**config.mk**
```make
export PLATFORM = sky130hd
export DESIGN_NAME = rv_fetch_buf
export DESIGN_NICKNAME = d
export VERILOG_FILES = /design/src/rtl/rv_fetch_buf.sv
export SDC_FILE = /design/constraint.sdc
export NUM_CORES = 1
export LEC_CHECK = 0
export ABC_AREA = 1
export BUFFER_PORTS_ARGS = -buffer_cell sky130_fd_sc_hd__buf_2
export CORE_MARGIN = 2
export CORE_UTILIZATION = 39
export DETAILED_ROUTE_END_ITERATION = 10
export SYNTH_ARGS = -nofsm -noshare
export SYNTH_HDL_FRONTEND = slang
export SYNTH_SLANG_ARGS = --single-unit
```
**constraint.sdc**
```tcl
create_clock -name clk -period 5.3 [get_ports clk]
set_input_delay 0.265 -clock clk [delete_from_list [all_inputs] [get_ports clk]]
set_output_delay 0.265 -clock clk [all_outputs]
set_load 0.01 [all_outputs]
```
**src/rtl/rv_fetch_buf.sv**
```systemverilog
// rv_fetch_buf: instruction prefetch queue feeding rv_core decode.
// Fetches aligned words, queues halfwords and re-aligns RVC/32-bit instructions.
// Ports:
//   clk, xreset           clock, async active-high reset
//   i_adr/i_re/i_rdy/i_dr instruction memory port (data one cycle after accept)
//   insn_valid/insn_ready instruction handshake with insn, insn_c, insn_pc
//   redirect/redirect_pc  flush queue and refetch from a new pc
//   level                 halfwords currently queued
module rv_fetch_buf #(
    parameter int          DEPTH    = 8,
    parameter logic [31:0] RESET_PC = 32'h0000_0000
) (
    input  logic                     clk,
    input  logic                     xreset,
    output logic [31:0]              i_adr,
    output logic                     i_re,
    input  logic                     i_rdy,
    input  logic [31:0]              i_dr,
    output logic                     insn_valid,
    input  logic                     insn_ready,
    output logic [31:0]              insn,
    output logic                     insn_c,
    output logic [31:0]              insn_pc,
    input  logic                     redirect,
    input  logic [31:0]              redirect_pc,
    output logic [$clog2(DEPTH):0]   level
);

    localparam int AW = $clog2(DEPTH);
    localparam int CW = AW + 1;

    logic [15:0]   mem [DEPTH];
    logic [AW-1:0] rd_q;
    logic [AW-1:0] wr_q;
    logic [CW-1:0] cnt_q;
    logic [31:0]   adr_q;
    logic [31:0]   pc_q;
    logic          infl_q;
    logic          skip_q;
    logic          run_q;

    logic [15:0]   h0;
    logic [15:0]   h1;
    logic          is_c;
    logic          accept;
    logic          push;
    logic          pop;
    logic [CW-1:0] push_n;
    logic [CW-1:0] pop_n;
    logic [CW+1:0] need;

    // Queued halfwords plus the in-flight word plus the new word must fit.
    assign need   = {2'b00, cnt_q} + {{CW{1'b0}}, infl_q, 1'b0}
                  + (CW+2)'(2);
    assign i_re   = run_q && (need <= (CW+2)'(DEPTH));
    assign i_adr  = adr_q;
    assign accept = i_re && i_rdy;

    // A redirect kills both the response landing now and the pop.
    assign push = infl_q && !redirect;

    assign h0   = mem[rd_q];
    assign h1   = mem[rd_q + AW'(1)];
    assign is_c = (h0[1:0] != 2'b11);

    assign insn_valid = is_c ? (cnt_q != '0) : (cnt_q >= CW'(2));
    assign insn       = !insn_valid ? 32'h0
                      : is_c ? {16'h0, h0} : {h1, h0};
    assign insn_c     = insn_valid && is_c;
    assign insn_pc    = pc_q;
    assign level      = cnt_q;

    assign pop    = insn_valid && insn_ready && !redirect;
    assign push_n = !push ? CW'(0) : (skip_q ? CW'(1) : CW'(2));
    assign pop_n  = !pop ? CW'(0) : (is_c ? CW'(1) : CW'(2));

    // Storage needs no reset: entries are only read below cnt_q.
    always_ff @(posedge clk) begin
        if (push) begin
            if (skip_q) begin
                mem[wr_q] <= i_dr[31:16];
            end else begin
                mem[wr_q]          <= i_dr[15:0];
                mem[wr_q + AW'(1)] <= i_dr[31:16];
            end
        end
    end

    always_ff @(posedge clk or posedge xreset) begin
        if (xreset) begin
            rd_q   <= '0;
            wr_q   <= '0;
            cnt_q  <= '0;
            adr_q  <= RESET_PC;
            pc_q   <= RESET_PC;
            infl_q <= 1'b0;
            skip_q <= 1'b0;
            run_q  <= 1'b0;
        end else begin
            run_q <= 1'b1;
            if (redirect) begin
                rd_q   <= '0;
                wr_q   <= '0;
                cnt_q  <= '0;
                adr_q  <= {redirect_pc[31:2], 2'b00};
                pc_q   <= {redirect_pc[31:1], 1'b0};
                infl_q <= 1'b0;
                skip_q <= redirect_pc[1];
            end else begin
                cnt_q  <= cnt_q + push_n - pop_n;
                wr_q   <= wr_q + AW'(push_n);
                rd_q   <= rd_q + AW'(pop_n);
                infl_q <= accept;
                if (accept) adr_q <= adr_q + 32'd4;
                if (pop)    pc_q  <= pc_q + (is_c ? 32'd2 : 32'd4);
                if (push)   skip_q <= 1'b0;
            end
        end
    end

endmodule
```
==> impl_metrics.csv <==
group,metric,value,unit
finish,nets,1972,
min_path,min_from,"redirect_pc[3]",
power_and_ir_drop,p_per_area,375,nW/um2
setup_path,cp.arrival,4.82,ns
place,post_dp_cell_area,14300,um2
setup_path,timing.rr.start,"rd_q[0]$_DFF_PP0_",
global_route,grt_max_degree,99,
drt,drcViolationCount,0,
power_and_ir_drop,vdd_drop_max,252,uV
yosys,ys_warn_count,0,
sta,worst_pin_slew,1.04,ns
setup_path,cp-end-kind,"register",
drt,drtIter0Drc,1188,
finish,drive_above_1_share,14.0,%
power_and_ir_drop,p_sw,2.24,mW
floorplanning,die_height,187,um
sta,clock_skew,0.00993,ns
power_and_ir_drop,p_int,3.41,mW
sta,slew_headroom,30.7,%
drt,dr.pass1.iters,6,
min_path,hp-class,"primary input to register",
clock_network,clock_path_buffers,3,
setup_path,crit_fanout,80,
floorplanning,fp.dieArea,35100,um2
setup_path,criticalPathCategory,"register to register",
clock_network,root_buffer,"clkbuf_16",
yosys,synth_seq_cells,202,
finish,n_fill_cell,3429,
sta,maxSlewViolCount,0,
setup_path,worstSetupStartpoint,"rd_q[0]$_DFF_PP0_",
power_and_ir_drop,p_leak,6.80,nW
sta,fin_crit,4.37,ns
finish,syn_to_final_growth,14.7,%
sta,holdWs,0.0341,ns
finish,final_cell_mix,"nand2_1 (543), o21ai_0 (228), buf_2 (167)",
floorplanning,coreArea,33400,um2
sta,finalSetupViolations,0,
place,hpwl,29500,um
yosys,synth.distinct_cells,42,
job,maxCapViolations,0,
sta,setup_tns,0,ns
yosys,syn_inst,1758,
sta,rsz0062_at_grt,"no",
drt,avgViaCountPerCell,5.50,
power_and_ir_drop,switching_share,39.6,%
setup_path,cp_slowest_cell,"dfrtp_4",
drt,wl,44600,um
drt,post_drt_wl_per_cell,19.0,um
global_route,grt_usage,25.0,%
floorplanning,ios,172,
setup_path,cpMostUsedCell,"nand2_1",
yosys,avgSynthCellArea,7.46,um2
finish,utilization,45.1,%
clock_network,tritoncts,"built",
yosys,netlist_area,13100,um2
setup_path,critPathMaxStageDelay,0.92,ns
floorplanning,fp.dieW,187,um
global_route,grt_pass1_wl,69300,um
outcome,status,"completed",
sta,fin_crit_sh,82.5,%
global_route,first_global_vias,12284,
global_route,overflow,0,
place,place_congestion,0.922,
floorplanning,rows,67,
floorplanning,start_util,39.3,%
yosys,ys_seq_area_share,43.4,%
finish,final_cell_area,15100,um2
power_and_ir_drop,clockPowerShare,28.0,%
clock_network,cts_buffers,25,
place,port_buffers,167,
global_route,antenna_found_initial,4,
clock_network,clk_latency,0.52,ns
drt,vias,12912,
setup_path,crit_chain,"clkinv_2 > nand2_1 > nand3_1 > nand2_1 > nand2_1 > nand2_1 > nand2_1 > nand2_1 > nand2_2 > nand2_4 > nor2_1 > nand2_1 > inv_1 > fa_1 > inv_1 > ha_1 > a21o_1 > a21oi_1 > o21ai_0 > a21oi_1",
finish,final_common_cell,"nand2_1",
setup_path,startpoint_type,"register",
power_and_ir_drop,pwr-share-seq,37.5,%
sta,fmax,229,MHz
drt,ant_nets,0,
clock_network,htreeDepth,1,
clock_network,cts.clk_slew.worst_paths,0.06,ns
sta,hold_viol,0,
power_and_ir_drop,power_frac_comb,34.4,%
setup_path,crit_required,5.74,ns
clock_network,cts_setup_buffers,0,
clock_network,cts.sink_count,202,
kinds of logic after synthesis:
family	after synthesis	synth area share [%]
and+or+nand+nor	863	27.3
AOI/OAI and AO/OA	404	17.4
buffers and inverters	235	7.52
DFF	202	43.4
xor gates and xnor gates	31	2.07
adders and majority gates	21	2.29
other	2	0.0572
layout make-up:
cell class / instances / area [um2] / share of cell area (%)
clock inverter: 11 / 57.6 / 0.382
timing repair buffer: 197 / 1070 / 7.12
sequential: 202 / 5700 / 37.9
antenna: 1 / 2.50 / 0.0166
clock buffer: 33 / 686 / 4.56
multi-input combinational: 1323 / 6470 / 43.0
tap: 448 / 561 / 3.72
inverter: 133 / 502 / 3.33
synth_stat cells, drive strengths merged:
library cell | n | share of area (%)
o21ai | 259 | 9.9
buf | 49 | 2.2
a32o | 14 | 1.1
ha | 16 | 1.5
a21boi | 1 | 0.057
nand4 | 17 | 0.81
a21o | 1 | 0.057
inv | 131 | 3.7
nor4 | 3 | 0.14
xnor2 | 17 | 1.1
fa | 5 | 0.76
or2 | 1 | 0.048
a22oi | 14 | 0.80
conb | 2 | 0.057
nand3 | 88 | 3.4
nand3b | 10 | 0.57
xor2 | 14 | 0.93
edfxtp | 128 | 29
clkinv | 2 | 0.057
nor2 | 170 | 5.3
o221ai | 32 | 2.1
a21oi | 69 | 2.6
a31oi | 5 | 0.24
clkbuf | 53 | 1.5
dfrtp | 74 | 14
nor3b | 1 | 0.057
o211ai | 7 | 0.40
nor3 | 20 | 0.80
o31ai | 2 | 0.11
nand2 | 553 | 16
critical path: cells and delay by family, from the launching register on:
| family | cells | cell delay, ns |
|---|---|---|
| buf+inv | 3 | 0.71 |
| fa+ha+maj | 2 | 0.76 |
| simple gates | 11 | 1.31 |
| flops | 1 | 0.92 |
| compound gates | 4 | 0.54 |
sequential cells by signal, summed over array words and instances (netlist names):
| name | flops |
|---|---|
| level | 4 |
| skip_q | 1 |
| wr_q | 3 |
| rd_q | 3 |
| infl_q | 1 |
| run_q | 1 |
| insn_pc | 31 |
| i_adr | 30 |
| mem | 128 |
what timing repair did:
item	4_1_cts	5_1_grt
hold buffers	4	0
setup endpoints to repair	0	0
gates resized for setup	0	0
hold endpoints to repair	4	0
power by group through the flow:
stage          Sequential, mW  Combinational (mW)  Clock (mW)
2_1_floorplan            2.09                1.25           0
3_3_place_gp             2.13                1.89           0
3_5_place_dp             2.14                1.93           0
4_1_cts                  2.11                1.94        1.60
5_1_grt                  2.14                2.17        1.67
6_report                 2.12                1.94        1.58
through the flow:
stage,power (mW),std cells,setup slack [ns]
2_1_floorplan,3.35,1760,2.52
3_3_place_gp,4.02,2299,1.13
3_5_place_dp,4.07,2299,1.02
4_1_cts,5.65,2347,1.02
5_1_grt,5.99,2347,0.487
6_report,5.64,2348,0.926
final timing paths:
check / endpoint / slack [ns] / depth (start not counted)
worst max-delay path: level[3]$_DFF_PP0_ / 0.93 / 20
worst min-delay path: i_adr[3]$_DFFE_PP0N_ / 0.03 / 3
worst max register to register: level[3]$_DFF_PP0_ / 0.93 / 20
worst min register to register: skip_q$_DFFE_PP0P_ / 0.46 / 1
max in group asynchronous: rd_q[0]$_DFF_PP0_ / 4.51 / 3
min in group asynchronous: level[1]$_DFF_PP0_ / 0.05 / 3
routing by layer:
metal	GRT usage [%]	wire [um]
met5	0	31
met4	9.24	1590
met3	4.30	4080
met2	41.7	20700
met1	32.7	18200
Note: power is estimated with default switching activity, not from simulation.
